`config.mk`:
```
export PLATFORM = sky130hd
export DESIGN_NAME = hazard_ctrl
export DESIGN_NICKNAME = d
export VERILOG_FILES = /design/src/rtl/hazard_pkg.sv /design/src/rtl/haz_detect.sv /design/src/rtl/hazard_ctrl.sv
export SDC_FILE = /design/constraint.sdc
export NUM_CORES = 1
export LEC_CHECK = 0
export CAP_MARGIN = 20
export CORE_UTILIZATION = 60
export CTS_CLUSTER_SIZE = 8
export DETAILED_ROUTE_END_ITERATION = 10
export DONT_BUFFER_PORTS = 1
export GPL_ROUTABILITY_DRIVEN = 0
export GPL_TIMING_DRIVEN = 0
export PLACE_DENSITY_LB_ADDON = 0.25
export SLEW_MARGIN = 20
export SYNTH_ARGS = -nofsm -noshare
export SYNTH_HDL_FRONTEND = slang
export SYNTH_SLANG_ARGS = --single-unit
```
`constraint.sdc`:
```
create_clock -name clk_i -period 2.6 [get_ports clk_i]
set_clock_uncertainty 0.15 [all_clocks]
set_input_delay 0.52 -clock clk_i [delete_from_list [all_inputs] [get_ports clk_i]]
set_output_delay 0.52 -clock clk_i [all_outputs]
set_load 0.1 [all_outputs]
```
`src/rtl/hazard_pkg.sv`:
```
// Shared definitions for the pipeline hazard controller: FSM state encoding and the NOP word
// that the ID/EX bubble path loads.
package hazard_pkg;

  localparam int STATE_W = 2;

  typedef enum logic [STATE_W-1:0] {
    RUN        = 2'd0,
    LOAD_STALL = 2'd1,
    MEM_WAIT   = 2'd2
  } state_e;

  localparam logic [31:0] NOP_INSTR = 32'd0;

  localparam int BUB_W  = 3;
  localparam int WAIT_W = 16;

endpackage

```
`src/rtl/haz_detect.sv`:
```
// Combinational load-use comparator: flags when the ID instruction reads the register a load in EX
// will write. Register 0 is hard-wired and never creates a dependency.
module haz_detect
  import hazard_pkg::*;
#(
  parameter int REG_ADDR_W = 5
) (
  input  logic [REG_ADDR_W-1:0] rs,
  input  logic [REG_ADDR_W-1:0] rt,
  input  logic                  uses_rs,
  input  logic                  uses_rt,
  input  logic                  mem_read,
  input  logic [REG_ADDR_W-1:0] rd,
  output logic                  hazard
);

  logic rd_live;
  logic rs_match;
  logic rt_match;

  assign rd_live  = (rd != '0);
  assign rs_match = uses_rs & (rs == rd);
  assign rt_match = uses_rt & (rt == rd);
  assign hazard   = mem_read & rd_live & (rs_match | rt_match);

endmodule

```
`src/rtl/hazard_ctrl.sv`:
```
// Pipeline sequencing controller: keep/flush/bubble controls for load-use, ID redirects and memory waits.
// Optional HAZ_PERF_CNT_EN adds saturating stall/flush/freeze event counters.
module hazard_ctrl
  import hazard_pkg::*;
#(
  parameter int REG_ADDR_W   = 5,
  parameter int LOAD_BUBBLES = 1,
  parameter int MEM_TIMEOUT  = 255
) (
  input  logic                  clk_i,
  input  logic                  rst_ni,
  input  logic [REG_ADDR_W-1:0] id_rs_i,
  input  logic [REG_ADDR_W-1:0] id_rt_i,
  input  logic                  id_uses_rs_i,
  input  logic                  id_uses_rt_i,
  input  logic                  ex_mem_read_i,
  input  logic [REG_ADDR_W-1:0] ex_rd_i,
  input  logic                  id_redirect_i,
  input  logic                  mem_busy_i,
  output logic                  pc_keep_o,
  output logic                  if_id_keep_o,
  output logic                  if_flush_o,
  output logic                  id_ex_keep_o,
  output logic                  id_ex_bubble_o,
  output logic                  ex_mem_keep_o,
  output logic                  mem_timeout_o,
  output logic [STATE_W-1:0]    state_o
`ifdef HAZ_PERF_CNT_EN
  ,
  output logic [31:0]           stall_cnt_o,
  output logic [31:0]           flush_cnt_o,
  output logic [31:0]           freeze_cnt_o
`endif
);

  localparam logic [BUB_W-1:0]  BUB_INIT = BUB_W'(LOAD_BUBBLES - 1);
  localparam logic [WAIT_W-1:0] WAIT_LIM = WAIT_W'(MEM_TIMEOUT);

  state_e              state_q, state_d;
  logic [BUB_W-1:0]    bub_q, bub_d;
  logic [WAIT_W-1:0]   wait_q, wait_d;
  logic                timeout_q;
  logic                hazard;
  logic                freeze;
  logic                stall;
  logic                flush;

  haz_detect #(
    .REG_ADDR_W(REG_ADDR_W)
  ) u_detect (
    .rs      (id_rs_i),
    .rt      (id_rt_i),
    .uses_rs (id_uses_rs_i),
    .uses_rt (id_uses_rt_i),
    .mem_read(ex_mem_read_i),
    .rd      (ex_rd_i),
    .hazard  (hazard)
  );

  always_ff @(posedge clk_i or negedge rst_ni) begin
    if (!rst_ni) begin
      state_q   <= RUN;
      bub_q     <= '0;
      wait_q    <= '0;
      timeout_q <= 1'b0;
    end else begin
      state_q   <= state_d;
      bub_q     <= bub_d;
      wait_q    <= wait_d;
      timeout_q <= timeout_q | (wait_d >= WAIT_LIM);
    end
  end

  always_comb begin
    state_d = state_q;
    bub_d   = bub_q;
    wait_d  = wait_q;
    case (state_q)
      RUN: begin
        if (mem_busy_i) begin
          state_d = MEM_WAIT;
          wait_d  = WAIT_W'(1);
        end else if (hazard && (LOAD_BUBBLES > 1)) begin
          state_d = LOAD_STALL;
          bub_d   = BUB_INIT;
        end
      end
      LOAD_STALL: begin
        // A memory wait pauses the bubble count; the remainder resumes after the freeze.
        if (mem_busy_i) begin
          state_d = MEM_WAIT;
          wait_d  = WAIT_W'(1);
        end else begin
          bub_d = bub_q - BUB_W'(1);
          if (bub_q <= BUB_W'(1)) begin
            state_d = RUN;
          end
        end
      end
      MEM_WAIT: begin
        if (mem_busy_i) begin
          if (wait_q != '1) begin
            wait_d = wait_q + WAIT_W'(1);
          end
        end else begin
          wait_d = '0;
          if (bub_q != '0) begin
            state_d = LOAD_STALL;
          end else if (hazard && (LOAD_BUBBLES > 1)) begin
            state_d = LOAD_STALL;
            bub_d   = BUB_INIT;
          end else begin
            state_d = RUN;
          end
        end
      end
      default: begin
        state_d = RUN;
        bub_d   = '0;
        wait_d  = '0;
      end
    endcase
  end

  // The cycle leaving MEM_WAIT is evaluated like RUN; pending bubbles resume from the next cycle.
  always_comb begin
    freeze = 1'b0;
    stall  = 1'b0;
    flush  = 1'b0;
    case (state_q)
      RUN, MEM_WAIT: begin
        if (mem_busy_i) begin
          freeze = 1'b1;
        end else if (hazard) begin
          stall = 1'b1;
        end else if (id_redirect_i) begin
          flush = 1'b1;
        end
      end
      LOAD_STALL: begin
        if (mem_busy_i) begin
          freeze = 1'b1;
        end else begin
          stall = 1'b1;
        end
      end
      default: ;
    endcase
  end

  assign pc_keep_o      = rst_ni & (freeze | stall);
  assign if_id_keep_o   = rst_ni & (freeze | stall);
  assign if_flush_o     = rst_ni & flush;
  assign id_ex_keep_o   = rst_ni & freeze;
  assign id_ex_bubble_o = rst_ni & stall;
  assign ex_mem_keep_o  = rst_ni & freeze;
  assign mem_timeout_o  = rst_ni & timeout_q;
  assign state_o        = rst_ni ? state_q : RUN;

`ifdef HAZ_PERF_CNT_EN
  logic [31:0] stall_cnt, flush_cnt, freeze_cnt;

  always_ff @(posedge clk_i or negedge rst_ni) begin
    if (!rst_ni) begin
      stall_cnt  <= '0;
      flush_cnt  <= '0;
      freeze_cnt <= '0;
    end else begin
      if (stall && (stall_cnt != '1)) begin
        stall_cnt <= stall_cnt + 32'd1;
      end
      if (flush && (flush_cnt != '1)) begin
        flush_cnt <= flush_cnt + 32'd1;
      end
      if (freeze && (freeze_cnt != '1)) begin
        freeze_cnt <= freeze_cnt + 32'd1;
      end
    end
  end

  assign stall_cnt_o  = stall_cnt;
  assign flush_cnt_o  = flush_cnt;
  assign freeze_cnt_o = freeze_cnt;
`endif

endmodule

```
==> Yosys cells after proc, flatten, opt, wreduce, memory -nomap -nowiden <==
Index checks and enable logic that the tools add are counted.
{ "op_classes": {"add_sub_neg": 2, "order_cmp": 2, "div_mod_pow": 0, "shifts": 0, "multipliers": 0, "n_eq_ne": 9, "bitwise": 13, "n_reduce_logical": 8, "mux": 23} }
{ "ops": {"columns": ["cell", "count"], "rows": [
  ["$mux W16", 3],
  ["$pmux W16 S2", 1],
  ["$add A16 B1 Y16 const B", 1],
  ["$ge A16 B8 Y1 const B", 1],
  ["$ne A16 B16 Y1 const B", 1],
  ["$eq A5 B5 Y1", 2],
  ["$mux W1", 10],
  ["$mux W2", 5],
  ["$and A1 B1 Y1", 9],
  ["$ne A2 B2 Y1 const B", 3],
  ["$pmux W2 S3", 1],
  ["$pmux W3 S2", 1],
  ["$reduce_bool A5 Y1", 1],
  ["$reduce_or A2 Y1", 2],
  ["$le A3 B1 Y1 const B", 1],
  ["$mux W3", 1],
  ["$ne A3 B3 Y1 const B", 1],
  ["$or A1 B1 Y1", 3],
  ["$reduce_and A3 Y1", 1],
  ["$reduce_bool A3 Y1", 1],
  ["$reduce_or A3 Y1", 1],
  ["$sub A3 B1 Y3 const B", 1],
  ["$eq A2 B1 Y1 const B", 1],
  ["$eq A2 B2 Y1 const B", 1],
  ["other kinds (4)", 4]
]} }
{ "totals": {"ram_bits": 0, "n_memories": 0, "regBits": 22, "romBits": 0, "output_inout_bits": 9, "latchBits": 0, "inputBits": 22, "wordCells": 61} }

==> Depth between registers and ports, before layout <==
{ "depth": {"word_depth": 9, "mapped_depth": 9, "ltp_nobuf": 7} }

==> Cells and area by module <==
Synthesis repeated with hierarchy kept, for this count alone.
{ "unflattened": {"cells_unflattened": 174, "area_unflattened_um2": 1515.2} }
{ "by_module_without_submodules": {"columns": ["module", "seq_area_each_um2", "instances", "area_each_um2", "cells_each"], "rows": [
  ["hazard_ctrl", 550.5, 1, 1381.3, 157],
  ["haz_detect", 0.0, 1, 133.9, 17]
]} }

==> Worst setup path before layout <==
OpenSTA, ideal clock, no wires.
{ "synth_path": {"path_type": "input to output", "start": "in ex_rd_i[0]", "end": "out id_ex_bubble_o", "path_stages": 6, "arrival_time_ns": 5.849, "required_ns": 1.930, "slack_ns": -3.919, "path_buffers": 0, "path_cell_list": "xor2_1 -> nor4_1 -> nand3_1 -> a21oi_1 -> nor2_1 -> a2111oi_0"} }
{ "synth_via": {"elab_chain_len": 8, "word_cells_on_any_way": 12, "cone_classes": "eq/ne: 2; mux: 3; bitwise: 6; reduce/logical: 1"} }
{ "synth_lines": {"columns": ["element", "line_no", "text"], "rows": [
  ["start: declaration", "hazard_ctrl.sv:17", "input logic [REG_ADDR_W-1:0] ex_rd_i,"],
  ["$eq A5 B5 Y1, on equally long branches", "haz_detect.sv:22, haz_detect.sv:23", null],
  ["$and A1 B1 Y1, on equally long branches", "haz_detect.sv:22, haz_detect.sv:23", null],
  ["$or A1 B1 Y1", "haz_detect.sv:24", "assign hazard = mem_read & rd_live & (rs_match | rt_match);"],
  ["$and A1 B1 Y1 (*)", "haz_detect.sv:24", null],
  ["$mux W1 (*)", "hazard_ctrl.sv:134", "end else if (hazard) begin"],
  ["$mux W1 (*)", "hazard_ctrl.sv:132", "if (mem_busy_i) begin"],
  ["$pmux W1 S2 (*)", "hazard_ctrl.sv:130", "case (state_q)"],
  ["$and A1 B1 Y1 (*)", "hazard_ctrl.sv:155", "assign id_ex_bubble_o = rst_ni & stall;"],
  ["end: declaration", "hazard_ctrl.sv:24", "output logic id_ex_bubble_o,"]
]} }
Mark *: on every way between the ends. The rest lies on a longest branch, timed or not.

==> Final worst setup path <==
{ "layout_path": {"start": "in ex_rd_i[3]", "end": "out pc_keep_o"} }
{ "layout_via": {"elab_chain_len": 9, "word_cells_on_any_way": 13, "cone_classes": "eq/ne: 2; mux: 3; bitwise: 7; reduce/logical: 1"} }
{ "layout_lines": {"columns": ["element", "line_no", "text"], "rows": [
  ["$eq A5 B5 Y1, on equally long branches", "haz_detect.sv:22, haz_detect.sv:23", null],
  ["$and A1 B1 Y1, on equally long branches", "haz_detect.sv:22, haz_detect.sv:23", null],
  ["$or A1 B1 Y1", "haz_detect.sv:24", null],
  ["$and A1 B1 Y1 (*)", "haz_detect.sv:24", null],
  ["$mux W1 (*)", "hazard_ctrl.sv:134", null],
  ["$mux W1 (*)", "hazard_ctrl.sv:132", null],
  ["$pmux W1 S2 (*)", "hazard_ctrl.sv:130", null],
  ["$or A1 B1 Y1 (*)", null, null],
  ["$and A1 B1 Y1 (*)", null, null],
  ["end: declaration", "hazard_ctrl.sv:20", "output logic pc_keep_o,"]
]} }
Marks and branches as above.

==> impl_metrics.py <==
metrics = {
    "run_status": {
        "status": "finished with violations",
        "violations": "negative hold slack, negative setup slack",
    },
    "power": {
        "p_sw_w": 0.000378,
        "p_seq_share_pct": 40.6,
        "pwr-share-clk_pct": 26.7,
        "p_total_w": 0.00102,
        "p_per_area_nw_per_um2": 557,
        "vdd_drop_max_mv": 0.506,
        "comb_power_share_pct": 32.7,
        "total_leakage_power_nw": 0.766,
        "swShare_pct": 37.1,
        "internal-power_w": 0.000639,
    },
    "yosys": {
        "synth-seq-cells": 22,
        "synth-adder-area-share_pct": 2.30,
        "synth_compound_area_share_pct": 19.8,
        "yosysSeqAreaShare_pct": 33.8,
        "ys_async_sr_fraction_pct": 100,
        "synth_nets": 208,
        "yosys.area.top_type_share_pct": 33.8,
        "syn_area_per_cell_um2": 8.91,
        "synth_area_leaders": "dfrtp_1 34%, xor2_1 4.3%, nor2_1 3.2%",
        "synth_simple_gate_area_share_pct": 31.8,
        "post-synth-top-count-cell": "dfrtp_1",
        "yosys.area_share.xor_xnor_pct": 5.37,
        "synth_area_um2": 1630,
        "postSynthCellCount": 183,
        "synth_common_cells": "22 x dfrtp_1, 14 x nor2_1, 13 x nand2_1",
        "synth_ff_type": "dfrtp_1",
        "synth.area.mux_share_pct": 1.84,
        "synth-edff-count": 0,
        "post-synth-top-area-cell": "dfrtp_1",
        "ys_warn_count": 0,
        "synth_cell_types": 56,
        "synth_top_family_by_area": "simple AND/OR/NAND/NOR gates",
    },
    "detailed_routing": {
        "wl_met3_um": 390,
        "wl_met1_mm": 1.69,
        "drt_pass1_iterations": 7,
        "ant_nets": 0,
        "vias": 1589,
        "drt_iter0_markers": 108,
        "top_layer_used": "met4",
        "wl_per_cell_um": 20.0,
        "drc": 0,
        "vias_per_cell": 7.26,
        "wirelength_mm": 4.38,
        "met2_length_mm": 2.18,
    },
    "grt": {
        "grt_max_degree": 23,
        "antenna_found_initial": 0,
        "grtUsageTotal_pct": 32.8,
        "grt_pass1_wl_mm": 6.80,
        "overflow": 0,
        "grt_pass1_vias": 1528,
    },
    "cts": {
        "cts_inserted_buffers": 3,
        "cts_root_buf": "clkbuf_4",
        "cts_max_level": 1,
        "clkSinkCount": 22,
        "worstSkewPairLatency_ns": 0.33,
        "cts_tree": "done",
        "clk_pin_slew_worst_paths_ns": 0.14,
        "clk_path_buf_depth": 2,
        "cts_setup_buffers": 0,
    },
    "run": {
        "maxCapViolations": 0,
    },
    "critical_path": {
        "worstPathArrival_ns": 2.55,
        "critPathRequiredTime_ns": 1.93,
        "critical_path_class": "primary input to output pin",
        "critPathCaptureType": "output pin",
        "startpoint_type": "primary input",
        "worst-path-max-fanout": 3,
    },
    "timing": {
        "setup-tns-final_ns": -1.19,
        "whs_ns": -0.0191,
        "setup_viol": 3,
        "finalCritPeriodShare_pct": 124,
        "report.final.hold_viol_count": 13,
        "slew_headroom_pct": 29.2,
        "slew_viol_final": 0,
        "min_period_ns": 3.22,
        "rsz0062_at_grt": "true",
        "tightestPinTransition_ns": 1.06,
        "timing.final.ws_setup_ns": -0.623,
        "fmax_mhz": 310,
    },
    "placement": {
        "hpwl_mm": 3.02,
        "dp_slack_ns": -0.686,
        "io_buffers": 0,
        "placed_area_um2": 1740,
    },
    "hold_path": {
        "hold_class": "primary input to asynchronous set/reset pin",
    },
    "floorplan": {
        "num_rows": 18,
        "die_h_um": 54.1,
        "fp.dieW_um": 54.1,
        "die_area_um2": 2930,
        "start_util_pct": 64.6,
        "core-area_um2": 2520,
        "io_pins": 31,
    },
    "finish": {
        "diodes": 0,
        "drive_gt1_share_pct": 18.5,
        "fin_nets": 215,
        "syn_to_final_growth_pct": 11.9,
        "final_cell_area_um2": 1820,
        "fill_cells": 176,
    },
}
[flip-flops by register name (all words and copies together), names as in the netlist]
name and count:
state_q 2, timeout_q 1, bub_q 3, wait_q 16
[cells in the final DEF (no fill, tap or decap), drive strengths merged, types with 2 or more instances in the layout]
master | Yosys | layout
a211o | 2 | 2
a21boi | 2 | 2
a21oi | 9 | 9
a41oi | 6 | 6
and2 | 6 | 6
and3 | 4 | 4
and4 | 4 | 4
buf | 6 | 9
clkbuf | 2 | 4
dfrtp | 22 | 22
ha | 3 | 3
inv | 7 | 7
mux2i | 3 | 3
nand2 | 13 | 13
nand2b | 3 | 3
nand3 | 8 | 8
nand3b | 2 | 2
nand4 | 8 | 8
nor2 | 14 | 14
nor3 | 8 | 8
nor4 | 7 | 7
o21ai | 8 | 8
o22ai | 3 | 3
or3 | 3 | 3
xnor2 | 2 | 2
xor2 | 8 | 8
[worst max-delay path, stage by stage]
cell and delay (ns):
xor2_1 0.14, nor4_1 0.26, nand3_1 0.12, a21oi_2 0.16, nor2_2 0.08, a221oi_4 0.99, buf_12 0.27
[power groups by stage]
stage | sequential, W | clock, W | combinational, W
after floorplan | 0.000408 | 0 | 0.000273
after global placement | 0.000414 | 0 | 0.000295
after detailed placement | 0.000419 | 0 | 0.000312
after CTS | 0.000412 | 0.000270 | 0.000324
after global routing | 0.000420 | 0.000286 | 0.000358
final | 0.000413 | 0.000271 | 0.000332
[repair_timing]
item / CTS / global route
hold endpoints to repair: 22 / 0
hold buffers: 1 / 0
gates cloned: 0 / 0
setup endpoints to repair: 6 / 5
pin swaps: 4 / 4
gates resized for setup: 5 / 8
[routing by layer]
layer / vias to the layer above / GRT usage (%)
met2: 97 / 56.3
li1: 715 / -
met1: 753 / 40.2
met4: 0 / 10.3
met5: - / 0
met3: 24 / 7.34
[final timing paths]
| path | from | end | slack (ns) | cells past startpoint |
|---|---|---|---|---|
| worst min register to register | wait_q[14]$_DFF_PN0_ | wait_q[14]$_DFF_PN0_ | 0.45 | 1 |
| min in group clk_i | mem_busy_i | state_q[0]$_DFFE_PN0P_ | 0.28 | 2 |
| worst min-delay path | rst_ni | bub_q[1]$_DFFE_PN0P_ | -0.02 | 1 |
| worst max-delay path | ex_rd_i[3] | pc_keep_o | -0.62 | 7 |
| max in group asynchronous | rst_ni | wait_q[11]$_DFF_PN0_ | 1.96 | 1 |
| worst max register to register | wait_q[0]$_DFF_PN0_ | timeout_q$_DFF_PN0_ | 0.17 | 7 |
[through the flow]
step           util, %  hold WS [ns]  instances
6_report          72.3       -0.0191        219
5_1_grt           72.3        0.0176        219
4_1_cts           71.9         0.294        219
3_5_place_dp      68.9        0.0749        214
3_3_place_gp      68.3        0.0748        213
2_1_floorplan        -        0.0744        183
[cell families after synthesis]
logic type	count (synthesis)
AO/OA/AOI/OAI	44
XOR/XNOR	10
adder cells (fa/ha/maj)	3
buffers and inverters	15
flip-flops	22
multiplexers	3
AND/OR/NAND/NOR	86
[area by class of cell]
cell class | instances | area [µm²] | share of cell area (%)
inverter | 7 | 26.3 | 1.44
timing repair buffer | 2 | 20.0 | 1.10
sequential | 22 | 551 | 30.2
clock buffer | 3 | 22.5 | 1.23
clock inverter | 1 | 30.0 | 1.65
multi-input combinational | 146 | 1060 | 58.0
tap | 30 | 37.5 | 2.06
buffer | 8 | 80.1 | 4.39
No activity file was read; power rests on OpenSTA's default activity.
